$ cat src/rtl/uart_rx_param.sv
// Parametrised oversampling UART receiver: start / data (LSB first) / optional parity / 1-2 stop.
// Rejects short start glitches and reports parity and framing errors with each delivered word.
module uart_rx_param #(
    parameter int CLK_DIV     = 10,
    parameter int DATA_BITS   = 8,
    parameter int PARITY_EN   = 0,
    parameter int PARITY_ODD  = 0,
    parameter int STOP_BITS   = 1,
    parameter int SYNC_STAGES = 3
) (
    input  logic                 clk,
    input  logic                 rst_n,
    input  logic                 uart_rx,
    output logic                 rx_vld,
    output logic [DATA_BITS-1:0] rx_data,
    output logic                 parity_err,
    output logic                 frame_err,
    output logic                 busy
);

    localparam int   HALF   = CLK_DIV / 2;
    localparam int   NBITS  = 1 + DATA_BITS + PARITY_EN + STOP_BITS;
    localparam int   CNT_W  = $clog2(CLK_DIV);
    localparam int   IDX_W  = $clog2(NBITS);
    localparam logic PAR_EN  = (PARITY_EN != 0);
    localparam logic PAR_ODD = (PARITY_ODD != 0);

    typedef enum logic [2:0] {
        S_IDLE,
        S_START,
        S_DATA,
        S_PARITY,
        S_STOP
    } state_t;

    logic [SYNC_STAGES-1:0] r_sync;
    state_t                 r_state;
    logic [CNT_W-1:0]       r_cnt;
    logic [IDX_W-1:0]       r_idx;
    logic [DATA_BITS-1:0]   r_shift;
    logic                   r_par_bad;
    logic                   r_stop_bad;
    logic                   r_vld;
    logic [DATA_BITS-1:0]   r_data;
    logic                   r_perr;
    logic                   r_ferr;

    state_t                 w_state_nxt;
    logic [CNT_W-1:0]       w_cnt_nxt;
    logic [IDX_W-1:0]       w_idx_nxt;
    logic [DATA_BITS-1:0]   w_shift_nxt;
    logic                   w_par_bad_nxt;
    logic                   w_stop_bad_nxt;
    logic                   w_deliver;
    logic                   w_rx;
    logic                   w_fall;
    logic                   w_sample;

    // Synchroniser output is the oldest stage; the edge is seen one stage earlier.
    assign w_rx     = r_sync[SYNC_STAGES-1];
    assign w_fall   = r_sync[SYNC_STAGES-1] & ~r_sync[SYNC_STAGES-2];
    assign w_sample = (r_cnt == CNT_W'(HALF - 1));

    // NOTE: synchroniser resets to the idle-high level so reset release never looks like a start edge.
    always_ff @(posedge clk or negedge rst_n) begin
        if (!rst_n) begin
            r_sync <= '1;
        end else begin
            r_sync <= {r_sync[SYNC_STAGES-2:0], uart_rx};
        end
    end

    // NOTE: every output of this block gets a default first, so no path can infer a latch.
    always_comb begin
        w_state_nxt    = r_state;
        w_cnt_nxt      = (r_cnt == CNT_W'(CLK_DIV - 1)) ? '0 : r_cnt + CNT_W'(1);
        w_idx_nxt      = r_idx;
        w_shift_nxt    = r_shift;
        w_par_bad_nxt  = r_par_bad;
        w_stop_bad_nxt = r_stop_bad;
        w_deliver      = 1'b0;

        case (r_state)
            S_IDLE: begin
                w_cnt_nxt = '0;
                w_idx_nxt = '0;
                if (w_fall) begin
                    w_state_nxt    = S_START;
                    w_par_bad_nxt  = 1'b0;
                    w_stop_bad_nxt = 1'b0;
                end
            end
            S_START: begin
                if (w_sample) begin
                    if (w_rx) begin
                        w_state_nxt = S_IDLE;
                    end else begin
                        w_state_nxt = S_DATA;
                        w_idx_nxt   = r_idx + IDX_W'(1);
                    end
                end
            end
            S_DATA: begin
                if (w_sample) begin
                    w_shift_nxt = {w_rx, r_shift[DATA_BITS-1:1]};
                    w_idx_nxt   = r_idx + IDX_W'(1);
                    if (r_idx == IDX_W'(DATA_BITS)) begin
                        w_state_nxt = PAR_EN ? S_PARITY : S_STOP;
                    end
                end
            end
            S_PARITY: begin
                if (w_sample) begin
                    w_par_bad_nxt = ((^r_shift) ^ PAR_ODD) != w_rx;
                    w_idx_nxt     = r_idx + IDX_W'(1);
                    w_state_nxt   = S_STOP;
                end
            end
            S_STOP: begin
                if (w_sample) begin
                    w_stop_bad_nxt = r_stop_bad | ~w_rx;
                    // Leave half a bit early so the next start edge is never missed.
                    if (r_idx == IDX_W'(NBITS - 1)) begin
                        w_state_nxt = S_IDLE;
                        w_deliver   = 1'b1;
                    end else begin
                        w_idx_nxt = r_idx + IDX_W'(1);
                    end
                end
            end
            default: begin
                w_state_nxt = S_IDLE;
            end
        endcase
    end

    // NOTE: sequential state uses non-blocking assignments only, so every flop samples pre-edge values.
    always_ff @(posedge clk or negedge rst_n) begin
        if (!rst_n) begin
            r_state    <= S_IDLE;
            r_cnt      <= '0;
            r_idx      <= '0;
            r_shift    <= '0;
            r_par_bad  <= 1'b0;
            r_stop_bad <= 1'b0;
        end else begin
            r_state    <= w_state_nxt;
            r_cnt      <= w_cnt_nxt;
            r_idx      <= w_idx_nxt;
            r_shift    <= w_shift_nxt;
            r_par_bad  <= w_par_bad_nxt;
            r_stop_bad <= w_stop_bad_nxt;
        end
    end

    // Word and both error flags update together with the strobe and hold until the next frame.
    always_ff @(posedge clk or negedge rst_n) begin
        if (!rst_n) begin
            r_vld  <= 1'b0;
            r_data <= '0;
            r_perr <= 1'b0;
            r_ferr <= 1'b0;
        end else begin
            r_vld <= w_deliver;
            if (w_deliver) begin
                r_data <= r_shift;
                r_perr <= PAR_EN & w_par_bad_nxt;
                r_ferr <= w_stop_bad_nxt;
            end
        end
    end

    assign rx_vld     = r_vld;
    assign rx_data    = r_data;
    assign parity_err = r_perr;
    assign frame_err  = r_ferr;
    assign busy       = (r_state != S_IDLE);

endmodule

$ cat config.mk
export PLATFORM = sky130hd
export DESIGN_NAME = uart_rx_param
export DESIGN_NICKNAME = d
export VERILOG_FILES = /design/src/rtl/uart_rx_param.sv
export SDC_FILE = /design/constraint.sdc
export NUM_CORES = 1
export LEC_CHECK = 0
export CAP_MARGIN = 20
export CORE_MARGIN = 10
export CORE_UTILIZATION = 58
export CTS_BUF_LIST = sky130_fd_sc_hd__clkbuf_4
export DETAILED_ROUTE_END_ITERATION = 8
export PLACE_DENSITY_LB_ADDON = 0.25
export SYNTH_ARGS = -nofsm -noshare
export SYNTH_HDL_FRONTEND = slang
export SYNTH_SLANG_ARGS = --single-unit
$ cat constraint.sdc
create_clock -name clk -period 2.1 [get_ports clk]
set_clock_uncertainty 0.15 [all_clocks]
set_input_delay 0.42 -clock clk [delete_from_list [all_inputs] [get_ports clk]]
set_output_delay 0.42 -clock clk [all_outputs]
set_load 0.02 [all_outputs]
Word-level counts from Yosys, hierarchy flattened
Cells that the tools add are included.
{"block": "totals", "ff_bits": 33, "in_bits": 3, "elab_cells": 63}
{"block": "classes", "n_addsub": 2, "n_eq_ne": 18, "muxes": 23, "bitwise": 4, "n_reduce_logical": 7}
{"op": "two-way mux 4 bit", "count": 7}
{"op": "two-way mux 3 bit", "count": 7}
{"op": "inequality test 2 bit, second input constant", "count": 9}
{"op": "case mux 4 bit (4 select lines)", "count": 1}
{"op": "case mux 3 bit (5 select lines)", "count": 1}
{"op": "== test 4 bit, second input constant", "count": 3}
{"op": "adder 4 x 1 -> 4 bit, second input constant", "count": 2}
{"op": "AND reduction 7 bit", "count": 1}
{"op": "== test 3 x 2 -> 1 bit, second input constant", "count": 2}
{"op": "AND reduction 6 bit", "count": 1}
{"op": "two-way mux 1 bit", "count": 5}
{"op": "== test 4 x 3 -> 1 bit, second input constant", "count": 1}
{"op": "nonzero test 4 bit", "count": 1}
{"op": "== test 3 x 1 -> 1 bit, second input constant", "count": 1}
{"op": "== test 3 bit, second input constant", "count": 1}
{"op": "logical NOT 3 bit", "count": 1}
{"op": "nonzero test 3 bit", "count": 1}
{"op": "two-way mux 2 bit", "count": 1}
{"op": "inequality test 2 x 1 -> 1 bit, second input constant", "count": 1}
{"op": "NOT 1 bit", "count": 2}
{"op": "case mux 1 bit (2 select lines)", "count": 1}
{"op": "AND reduction 2 bit", "count": 1}
{"op": "OR reduction 2 bit", "count": 1}
{"op": "AND 1 bit", "count": 1}
{"op": "bitwise OR 1 bit", "count": 1}

Depth between registers and ports, before layout
Gate-level depths: netlist of the first run.
{"block": "logic_depth", "depth_word": 4, "ltp_mapped": 7, "mapped_depth_nobuf": 6}

Worst setup path before layout of the first run
OpenSTA, ideal clock, no wires.
{"block": "synth_path", "path_kind": "register to register", "from": "reg r_cnt[0]", "to": "reg r_shift[0]", "t_arrival_ns": 1.560, "t_required_ns": 1.825, "slack_ns": 0.265, "path_stages_with_launch": 7, "cell_sequence": "dfrtp_1 inv_1 ha_1 nand3b_4 or3_1 buf_6 mux2_4"}
{"block": "synth_between", "elab_chain_len": 2}
{"element": "start: declaration", "line": "38", "text": "logic [CNT_W-1:0] r_cnt;"}
{"element": "start signal: assignment", "line": "148", "text": "r_cnt <= w_cnt_nxt;"}
{"element": "== test 4 x 3 -> 1 bit", "line": "62", "text": "assign w_sample = (r_cnt == CNT_W'(HALF - 1));"}
{"element": "AND reduction 2 bit (no line)"}
{"element": "end signal: assignment", "line": "150", "text": "r_shift <= w_shift_nxt;"}
{"element": "end: declaration", "line": "40", "text": "logic [DATA_BITS-1:0] r_shift;"}
Every way passes these cells.
A chain may end at the register's enable or synchronous reset.

Final worst setup path of the first run
{"block": "layout_path", "from": "reg r_cnt[1]", "to": "reg r_data[7] (netlist: rx_data[7])"}
{"block": "layout_between", "elab_chain_len": 3}
{"element": "== test 4 x 3 -> 1 bit", "line": "62"}
{"element": "two-way mux 1 bit", "line": "120", "text": "if (w_sample) begin"}
{"element": "two-way mux 1 bit", "line": "83", "text": "case (r_state)"}
{"element": "end signal: assignment", "line": "166", "text": "r_data <= r_shift;"}
{"element": "end: declaration", "line": "44", "text": "logic [DATA_BITS-1:0] r_data;"}
Every way passes these cells.

==> impl_metrics.json, run 1 <==
{
  "crit_fanout": 11,
  "syn_avg_cell_area_um2": 12.90,
  "postRouteAntennaNets": 0,
  "syn_area_um2": 1496,
  "fin_cells": 168,
  "path_buf_inv": 2,
  "post_cts_buffers": 0,
  "arrival_ps": 2050,
  "worstSetupPathType": "register to register",
  "cts_buffers": 5,
  "final_hold_viol_count": 0,
  "synth.distinct_cells": 33,
  "boundaryPins": 15,
  "cap_violations": 0,
  "fin_area_um2": 1727,
  "initial_core_util_pct": 60.40,
  "hp-class": "register to register",
  "placed_area_um2": 1668,
  "drtIter0Drc": 78,
  "synth_top_area_share_pct": 50.17,
  "gp_congestion": 0.7723,
  "synth-seq-cells": 33,
  "dp_hpwl_um": 2043,
  "rows": 18,
  "p_total_mw": 1.541,
  "crit_path_max_incr_delay_ps": 420,
  "setup_slack_ps": 127.3,
  "slowest_stage": "dfrtp_1",
  "synth_fp_nets": 125,
  "first_pass_iters": 4,
  "hold_ws_ps": 209.6,
  "fp.coreArea_um2": 2477,
  "grt.total_usage_pct": 12.17,
  "yosysTopAreaCell": "dfrtp_1",
  "synth_compound_area_share_pct": 6.773,
  "synth_fa_ha_area_share_pct": 5.017,
  "cellPowerDensity_nw_per_um2": 892.4,
  "post-route-util_pct": 69.70,
  "critical_path_required_ps": 2180,
  "synthXorXnorAreaFrac_pct": 1.171,
  "vias_per_cell": 5.726,
  "yosys.area_share.simple_pct": 13.55,
  "reg2reg_slack_ps": 130,
  "clock-sinks": 33,
  "die_area_um2": 5012,
  "grt_pass1_wl_um": 4988,
  "setup_viol": 0,
  "p_clk_share_pct": 22.6,
  "clock_path_buffers": 2,
  "n_fill_cell": 197,
  "power_switching_share_pct": 33.88,
  "drc": 0,
  "period_minus_slack_ps": 1973,
  "antenna_found_initial": 0,
  "cts_max_level": 2,
  "report.final.slew_viol_count": 0,
  "seq_power_share_pct": 50.9,
  "yosys_warnings": 0,
  "grt_pass1_vias": 1039,
  "synth_top_family_by_area": "multiplexers",
  "grt_overflow": 0,
  "insertedDiodeCount": 0,
  "vias": 962,
  "yosysSeqAreaShare_pct": 55.43,
  "clkTransAtPathRegs_ps": 90,
  "p_switching_mw": 0.5220,
  "fin_tns_setup_ps": 0,
  "grt_max_degree": 34,
  "netlist_instances": 116,
  "routed_wl_um": 2786,
  "cp-start-kind": "register",
  "die-height_um": 70.80,
  "post_drt_wl_per_cell_um": 16.58,
  "power_leakage_nw": 0.8567,
  "yosys-top-cells-area": "dfrtp_1, mux2_4, mux2_2, dfstp_2, ha_1",
  "synthFlopType": "dfrtp_1",
  "status": "complete, no violations",
  "period_share_pct": 93.94,
  "dpl.cell_count": 160,
  "synth_edf_count": 0,
  "cts_tree": "done",
  "clock.fmax_ghz": 0.5069,
  "crit_family": "flip-flops",
  "worst_setup_path_end_kind": "register",
  "ir_drop_mv": 0.8843,
  "cp_cell_sequence": "inv_1 -> ha_1 -> nand3b_4 -> nor4_2 -> buf_4 -> mux2_2",
  "synthToLayoutAreaGrowth_pct": 15.38,
  "combPwrFrac_pct": 26.5,
  "yosysMostFrequentCell": "dfrtp_1",
  "die_width_um": 70.80,
  "rsz0062_at_grt": "false",
  "drive_gt1_share_pct": 25.36,
  "internal-power_mw": 1.019,
  "muxShareOfSynthArea_pct": 14.80,
  "ctsRootBufferMaster": "clkbuf_4",
  "synthArstFlopShare_pct": 100.0,
  "yosys-top-cells-count": "dfrtp_1, mux2_2, mux2_4",
  "port_buffers": 13,
  "insertion_delay_ps": 340,
  "dp_slack_ps": 28.90,
  "finalNetCount": 146
}
-- registers in the layout, indices dropped and copies added (netlist names) --
register    count
r_stop_bad      1
r_sync          3
r_state         3
rx_data         8
r_shift         8
rx_vld          1
r_idx           4
r_cnt           4
frame_err       1
-- logic make-up (layout without fill, tap and decap cells) --
| group | after synthesis | after routing |
|---|---|---|
| simple gates | 33 | 33 |
| xor+xnor | 2 | 2 |
| buf+inv | 8 | 30 |
| mux | 17 | 17 |
| fa+ha+maj | 6 | 6 |
| compound gates | 16 | 16 |
| other cells | 1 | 1 |
| flops | 33 | 33 |
-- metal layers --
layer / part of all wire, % / vias up / GRT usage, %
li1: - / 449 / -
met1: 40 / 487 / 13.48
met2: 52 / 21 / 19.78
met3: 6.2 / 5 / 5.858
met4: 1.5 / 0 / 4.516
met5: 0 / - / 0
-- area by class of cell --
class / count / area [um^2] / share of cell area (%)
inverters: 5 / 18.77 / 1.087
clock inverters: 2 / 10.01 / 0.5797
flip-flops and latches: 33 / 829.5 / 48.04
well taps: 30 / 37.54 / 2.174
repair buffers: 17 / 158.9 / 9.203
clock buffers: 6 / 45.04 / 2.609
multi-input cells: 75 / 626.9 / 36.30
-- path summary, 6_finish.rpt --
path,start,to,cells past startpoint
setup reg to reg,r_cnt[1],rx_data[7],6
max in group asynchronous,rst_n,r_sync[0],2
hold / removal,r_sync[0],r_sync[1],0
setup / recovery,r_cnt[1],rx_data[7],6
hold reg to reg,r_sync[0],r_sync[1],0
min in group asynchronous,rst_n,rx_data[2],2
-- placed cells by master, fill, tap and decap left out --
| master | count |
|---|---|
| inv_1 | 4 |
| and3b_1 | 2 |
| ha_1 | 6 |
| dfstp_2 | 3 |
| dlygate4sd2_1 | 1 |
| o21ai_0 | 4 |
| a221o_1 | 2 |
| a32oi_1 | 1 |
| nand3b_1 | 6 |
| inv_2 | 1 |
| o22ai_1 | 1 |
| a22o_1 | 1 |
| nor4_2 | 1 |
| xor2_1 | 1 |
| clkbuf_4 | 6 |
| nand3_1 | 4 |
| and3_1 | 1 |
| clkdlybuf4s50_1 | 12 |
| or2_1 | 1 |
| mux2_4 | 8 |
| nand3b_4 | 1 |
| nand2_1 | 7 |
| mux2_1 | 1 |
| mux2_2 | 8 |
| nor2_1 | 5 |
| conb_1 | 1 |
| nor2b_1 | 3 |
| buf_4 | 4 |
| a21oi_1 | 5 |
| nor3_1 | 1 |
| clkinv_2 | 2 |
| or3_4 | 1 |
| dfrtp_1 | 30 |
| xnor2_1 | 1 |
| o21a_1 | 1 |
| o21ai_1 | 1 |
-- worst reg2reg max path, cell delays in order, from the launching register on --
cell      delay [ps]
dfrtp_1          420
inv_1             90
ha_1             220
nand3b_4         130
nor4_2           250
buf_4            240
mux2_2           360
-- timing repair --
action,CTS,global route
hold buffers,0,0
setup endpoints to repair,1,8
gates resized for setup,1,1
-- power by group through the flow --
stage	clock, mW	combinational, mW	sequential, mW
6_report	0.348	0.408	0.784
5_1_grt	0.405	0.461	0.795
4_1_cts	0.366	0.408	0.782
3_5_place_dp	0	0.416	0.794
3_3_place_gp	0	0.387	0.788
2_1_floorplan	0	0.273	0.778
Power figures use the tool's default switching activity.
==> inputs of run 2 (changes only) <==
--- a/config.mk
+++ b/config.mk
@@ -5,9 +5,10 @@
 export SDC_FILE = /design/constraint.sdc
 export NUM_CORES = 1
 export LEC_CHECK = 0
+export ABC_AREA = 1
 export CAP_MARGIN = 20
 export CORE_MARGIN = 10
-export CORE_UTILIZATION = 58
+export CORE_UTILIZATION = 59
 export CTS_BUF_LIST = sky130_fd_sc_hd__clkbuf_4
 export DETAILED_ROUTE_END_ITERATION = 8
 export PLACE_DENSITY_LB_ADDON = 0.25
==> run 2 against run 1 <==
Effect of this change: sequential share of layout area fell by 2.3 points; critical path depth fell by 3; utilization rose by 1.6 points; power rose by 17%; area after synthesis rose by 7.9%; clock power rose by 3%; count of clock-buffer cells in the layout did not move; flip-flop and latch count did not move; die area rose by 4.3%.
==> impl_metrics.json, run 2 <==
{
  "status": "complete, no violations",
  "ir_drop_mv": 0.8615,
  "clock.fmax_ghz": 0.5052,
  "synth_fp_nets": 184,
  "rsz0062_at_grt": "false",
  "cts_max_level": 2,
  "clkTransAtPathRegs_ps": 100,
  "yosys-top-cells-count": "nand2_1, dfrtp_1, inv_1",
  "clock_path_buffers": 2,
  "n_fill_cell": 204,
  "post_drt_wl_per_cell_um": 12.67,
  "hp-start": "r_sync[0]",
  "critical_path_required_ps": 1530,
  "r2r_start": "r_cnt[0]",
  "power_leakage_nw": 0.8967,
  "period_minus_slack_ps": 1980,
  "internal-power_mw": 1.072,
  "vias_per_cell": 4.960,
  "gp_congestion": 0.7949,
  "ctsRootBufferMaster": "clkbuf_4",
  "p_clk_share_pct": 19.8,
  "grt_pass1_wl_um": 4802,
  "drtIter0Drc": 51,
  "final_hold_viol_count": 0,
  "period_share_pct": 94.26,
  "dp_slack_ps": 259.4,
  "syn_avg_cell_area_um2": 9.223,
  "cts_tree": "done",
  "synth-seq-cells": 33,
  "fp.coreArea_um2": 2545,
  "yosysTopAreaCell": "dfrtp_1",
  "initial_core_util_pct": 63.42,
  "cap_violations": 0,
  "worst_setup_path_end_kind": "primary output",
  "postRouteAntennaNets": 0,
  "rows": 18,
  "report.final.slew_viol_count": 0,
  "cp_cell_sequence": "nor2_2 -> nand2_1 -> dlygate4sd2_1",
  "synth_edf_count": 0,
  "antenna_found_initial": 0,
  "fin_tns_setup_ps": 0,
  "hp-class": "register to register",
  "grt_overflow": 0,
  "layout_common_cells": "nand2_1, dfrtp_1, inv_1",
  "clock-sinks": 33,
  "synthFlopType": "dfrtp_1",
  "whs_path_depth": 0,
  "gr-max-usage-layer": "met2",
  "boundaryPins": 15,
  "setup_viol": 0,
  "drc": 0,
  "drive_gt1_share_pct": 19.07,
  "synthToLayoutAreaGrowth_pct": 12.40,
  "grt_pass1_vias": 1100,
  "synth_top_area_share_pct": 46.51,
  "seq_power_share_pct": 44.3,
  "yosys_warnings": 0,
  "reg2reg_slack_ps": 440,
  "grt_use_met1_pct": 12.32,
  "cp-start-kind": "register",
  "yosysSeqAreaShare_pct": 51.40,
  "mostFrequentLayoutCell": "nand2_1",
  "arrival_ps": 1410,
  "slowest_stage": "dfrtp_1",
  "die_area_um2": 5228,
  "r2r_end": "r_shift[3]",
  "dp_hpwl_um": 2082,
  "globalRouteMet2Util_pct": 20.02,
  "netlist_instances": 175,
  "yosys-top-cells-area": "dfrtp_1, nand2_1, o21ai_2, inv_1, dfstp_2",
  "power_switching_share_pct": 40.70,
  "first_pass_iters": 4,
  "finalNetCount": 202,
  "holdPathEnd": "r_sync[1]",
  "insertion_delay_ps": 340,
  "crit_fanout": 4,
  "vias": 1111,
  "yosysMostFrequentCell": "nand2_1",
  "cts_buffers": 5,
  "combPwrFrac_pct": 35.8,
  "setup_slack_ps": 120.5,
  "grt_use_met3_pct": 4.762,
  "worstRegToRegCells": 7,
  "port_buffers": 13,
  "insertedDiodeCount": 0,
  "cellPowerDensity_nw_per_um2": 996.6,
  "crit_path_max_incr_delay_ps": 420,
  "synthArstFlopShare_pct": 100.0,
  "die-height_um": 72.31,
  "die_width_um": 72.31,
  "syn_area_um2": 1614,
  "grt.total_usage_pct": 11.62,
  "routed_wl_um": 2839,
  "p_switching_mw": 0.7359,
  "cts_hold_buf": 0,
  "synth.distinct_cells": 23,
  "worstSetupPathType": "register to primary output",
  "grt_max_degree": 34
}
==> run 2: cell types whose count changed in the layout (fill, tap and decap cells not counted), moves of 4 or more <==
cell      delta
nand2_1     +40
inv_1       +21
o21ai_2     +15
mux2_2       -8
mux2_4       -8
nand3b_1     -6
nor2_1       +6
a21oi_1      -5
nand3_1      +5
o21ai_1      +5
o21ai_0      -4
==> run 2: cells by family (layout without fill, tap and decap cells) <==
logic type                 count (synthesis)  after routing  synth area share (%)
AOI/OAI and AO/OA                         24             24                 11.40
DFF                                       33             33                 51.40
adders and majority gates                  6              6                 4.651
xor gates and xnor gates                   4              4                 2.171
buffers and inverters                     29             48                 7.907
and+or+nand+nor                           78             78                 22.25
other                                      1              1                0.2323
==> run 2: worst max-delay path by stage <==
| stage | from | endpoint | cells after the start |
|---|---|---|---|
| after CTS | r_state[1] | busy | 3 |
| after global placement | r_state[1] | busy | 3 |
| after global routing | r_state[1] | busy | 3 |
| after floorplan | r_cnt[0] | rx_data[7] | 8 |
| after detailed placement | r_state[1] | busy | 3 |
| final | r_state[1] | busy | 3 |
==> run 2: critical path: cells and delay by family, from the launching register on <==
| family | cells | cell delay (ps) |
|---|---|---|
| buffers and inverters | 1 | 340 |
| DFF | 1 | 420 |
| and+or+nand+nor | 2 | 320 |
==> run 2: metrics by stage <==
stage          utilization [%]  hold slack (ps)  power (mW)  instance area [um^2]  cells
2_1_floorplan                -           -25.59       1.311                  1614    175
3_3_place_gp             69.12            197.1       1.443                  1759    216
3_5_place_dp             69.12            203.0       1.480                  1759    216
4_1_cts                  71.29            219.2       1.829                  1814    224
5_1_grt                  71.29            222.3       1.939                  1814    224
6_report                 71.29            217.5       1.808                  1814    224
==> run 2: layer usage <==
layer	share of wire (%)	vias to the layer above
li1	-	576
met1	44	510
met2	50	18
met3	4.8	7
met4	1.3	0
met5	0	-
==> run 2: layout make-up <==
cell class	instances	area, um^2	share of cell area [%]
Multi-Input combinational cell	113	656.9	36.21
Clock inverter	2	11.26	0.6207
Timing Repair Buffer	14	136.4	7.517
Inverter	26	97.59	5.379
Tap cell	30	37.54	2.069
Sequential cell	33	829.5	45.72
Clock buffer	6	45.04	2.483
==> run 2: power by group through the flow <==
stage | Combinational (mW) | Sequential (mW) | Clock, mW
floorplan | 0.515 | 0.796 | 0
global placement | 0.638 | 0.804 | 0
detailed placement | 0.664 | 0.815 | 0
CTS | 0.657 | 0.803 | 0.369
global route | 0.735 | 0.818 | 0.386
finish | 0.648 | 0.802 | 0.359
==> run 2: repair_timing <==
item / in CTS / in global routing
gates resized for setup: 1 / 0
setup buffers: 0 / 0
setup endpoints to repair: 1 / 0
==> inputs of run 3 (changes only) <==
--- a/config.mk
+++ b/config.mk
@@ -6,11 +6,13 @@
 export NUM_CORES = 1
 export LEC_CHECK = 0
 export ABC_AREA = 1
+export ABC_CLOCK_PERIOD_IN_PS = 2100
 export CAP_MARGIN = 20
 export CORE_MARGIN = 10
 export CORE_UTILIZATION = 59
 export CTS_BUF_LIST = sky130_fd_sc_hd__clkbuf_4
 export DETAILED_ROUTE_END_ITERATION = 8
+export GPL_ROUTABILITY_DRIVEN = 1
 export PLACE_DENSITY_LB_ADDON = 0.25
 export SYNTH_ARGS = -nofsm -noshare
 export SYNTH_HDL_FRONTEND = slang
==> results of run 3 <==
No change in the layout: final DEF, timing and power equal those of run 2.
==> RTL change, RTL diff (config.mk and constraints of run 1) <==
One comparison of `r_idx` changes from == to >=.
--- a/src/rtl/uart_rx_param.sv
+++ b/src/rtl/uart_rx_param.sv
@@ -105,5 +105,5 @@
                     w_shift_nxt = {w_rx, r_shift[DATA_BITS-1:1]};
                     w_idx_nxt   = r_idx + IDX_W'(1);
-                    if (r_idx == IDX_W'(DATA_BITS)) begin
+                    if (r_idx >= IDX_W'(DATA_BITS)) begin
                         w_state_nxt = PAR_EN ? S_PARITY : S_STOP;
                     end
Check against the original RTL: same outputs for any inputs over 10 cycles, from zero or initial values and one cycle with rst_n low; that may be too few to reach the edited logic, so the function may still have changed.
==> RTL change against run 1 <==
- worst hold slack improved by 2.0 ps
- power increased by 4.8%
- cell area increased by 2.0%
- area after synthesis increased by 2.6%
- die area increased by 1.9%
- fmax decreased by 3.1%
- setup slack got worse by 63 ps
- sequential cell count unchanged
- routed wire length decreased by 1.8%
==> RTL change: results <==
{
  "crit_family": "simple AND/OR/NAND/NOR gates",
  "layout-drive-gt1-share_pct": 25.2,
  "outcome": "finished, final reports clean",
  "rr_startpoint": "r_cnt[0]",
  "crit_slowest_cell": "or3_1",
  "ys_top_cells_by_area": "dfrtp_1, mux2_4, mux2_2",
  "p_leak_nw": 0.847,
  "nNetsFinal": 155,
  "pre_cts_slack_ps": 135,
  "critPathArrivalTime_ps": 1470,
  "vias_per_cell": 5.77,
  "ys_seq_area_share_pct": 54.0,
  "post_dp_cell_area_mm2": 0.00171,
  "post_cts_buffers": 0,
  "routed_wl_mm": 2.74,
  "critPathMaxFanout": 4,
  "internal-power_w": 0.00104,
  "synthesis.nets": 136,
  "synth_commonest_cells": "dfrtp_1, mux2_2, nor2_1, mux2_4, nand2_1",
  "post-dp-hpwl_mm": 1.98,
  "drt_iter0_drc": 52,
  "first_global_vias": 1030,
  "synth_cell_types": 38,
  "timing.critical_path.from": "r_state[1]",
  "fillers": 180,
  "grt_usage_pct": 11.5,
  "ir_worst_vdd_uv": 750,
  "gp_congestion": 0.846
}
-- RTL change: cell families (layout without fill, tap and decap cells) --
| group | Yosys count | in the layout | share of synthesized area [%] |
|---|---|---|---|
| AND/OR/NAND/NOR | 34 | 34 | 12.0 |
| flip-flops | 33 | 33 | 54.0 |
| AO/OA/AOI/OAI | 23 | 23 | 9.78 |
| multiplexers | 17 | 17 | 14.4 |
| buffers and inverters | 11 | 31 | 3.50 |
| adder cells (fa/ha/maj) | 6 | 6 | 4.89 |
| XOR/XNOR | 2 | 2 | 1.14 |
| other | 1 | 1 | 0.244 |
-- RTL change: per-stage QoR --
stage	hold slack (ps)	instances	util (%)	total power (W)
3_3_place_gp	197	169	68.2	0.00126
4_1_cts	214	177	70.4	0.00163
2_1_floorplan	-25.6	127	-	0.00114
6_report	212	177	70.4	0.00162
3_5_place_dp	198	169	68.2	0.00129
5_1_grt	217	177	70.4	0.00173
-- RTL change: path summary, 6_finish.rpt --
kind,to,slack (ps),cells after the start
worst min register to register,r_sync[1],210,0
worst max register to register,r_shift[4],120,5
worst max-delay path,busy,60,2
max in group asynchronous,r_sync[1],1170,2
min in group asynchronous,rx_data[2],300,2
worst min-delay path,r_sync[1],210,0
-- RTL change: repair_timing --
item                                    4_1_cts  5_1_grt
cloned                                        0        0
endpoints found under the setup margin        1        1
hold buffers                                  0        0
gates resized for setup                       1        1
-- RTL change: power groups by stage --
stage	sequential [W]	combinational (W)	clock [W]
2_1_floorplan	0.000800	0.000337	0
5_1_grt	0.000802	0.000547	0.000385
4_1_cts	0.000788	0.000480	0.000360
3_5_place_dp	0.000800	0.000486	0
3_3_place_gp	0.000794	0.000468	0
6_report	0.000788	0.000479	0.000348
-- RTL change: metal layers --
metal | GRT usage [%] | part of all wire [%]
met1 | 12.5 | 43
met2 | 18.7 | 48
met3 | 3.72 | 7.3
met4 | 7.31 | 1.8
met5 | 0 | 0
-- RTL change: worst reg2reg max path, delay by kind of cell, from the launching register on --
| family | cells | cell delay, ps |
|---|---|---|
| fa+ha+maj | 1 | 170 |
| buf+inv | 1 | 70 |
| flops | 1 | 440 |
| mux | 1 | 340 |
| simple gates | 2 | 700 |
-- RTL change: layout make-up --
| cell class | instances | area [µm²] | share of cell area [%] |
|---|---|---|---|
| Clock buffer | 5 | 37.5 | 2.13 |
| Clock inverter | 3 | 17.5 | 0.995 |
| Inverter | 5 | 18.8 | 1.07 |
| Multi-Input combinational cell | 83 | 652 | 37.0 |
| Sequential cell | 33 | 830 | 47.1 |
| Tap cell | 30 | 37.5 | 2.13 |
| Timing Repair Buffer | 18 | 168 | 9.52 |
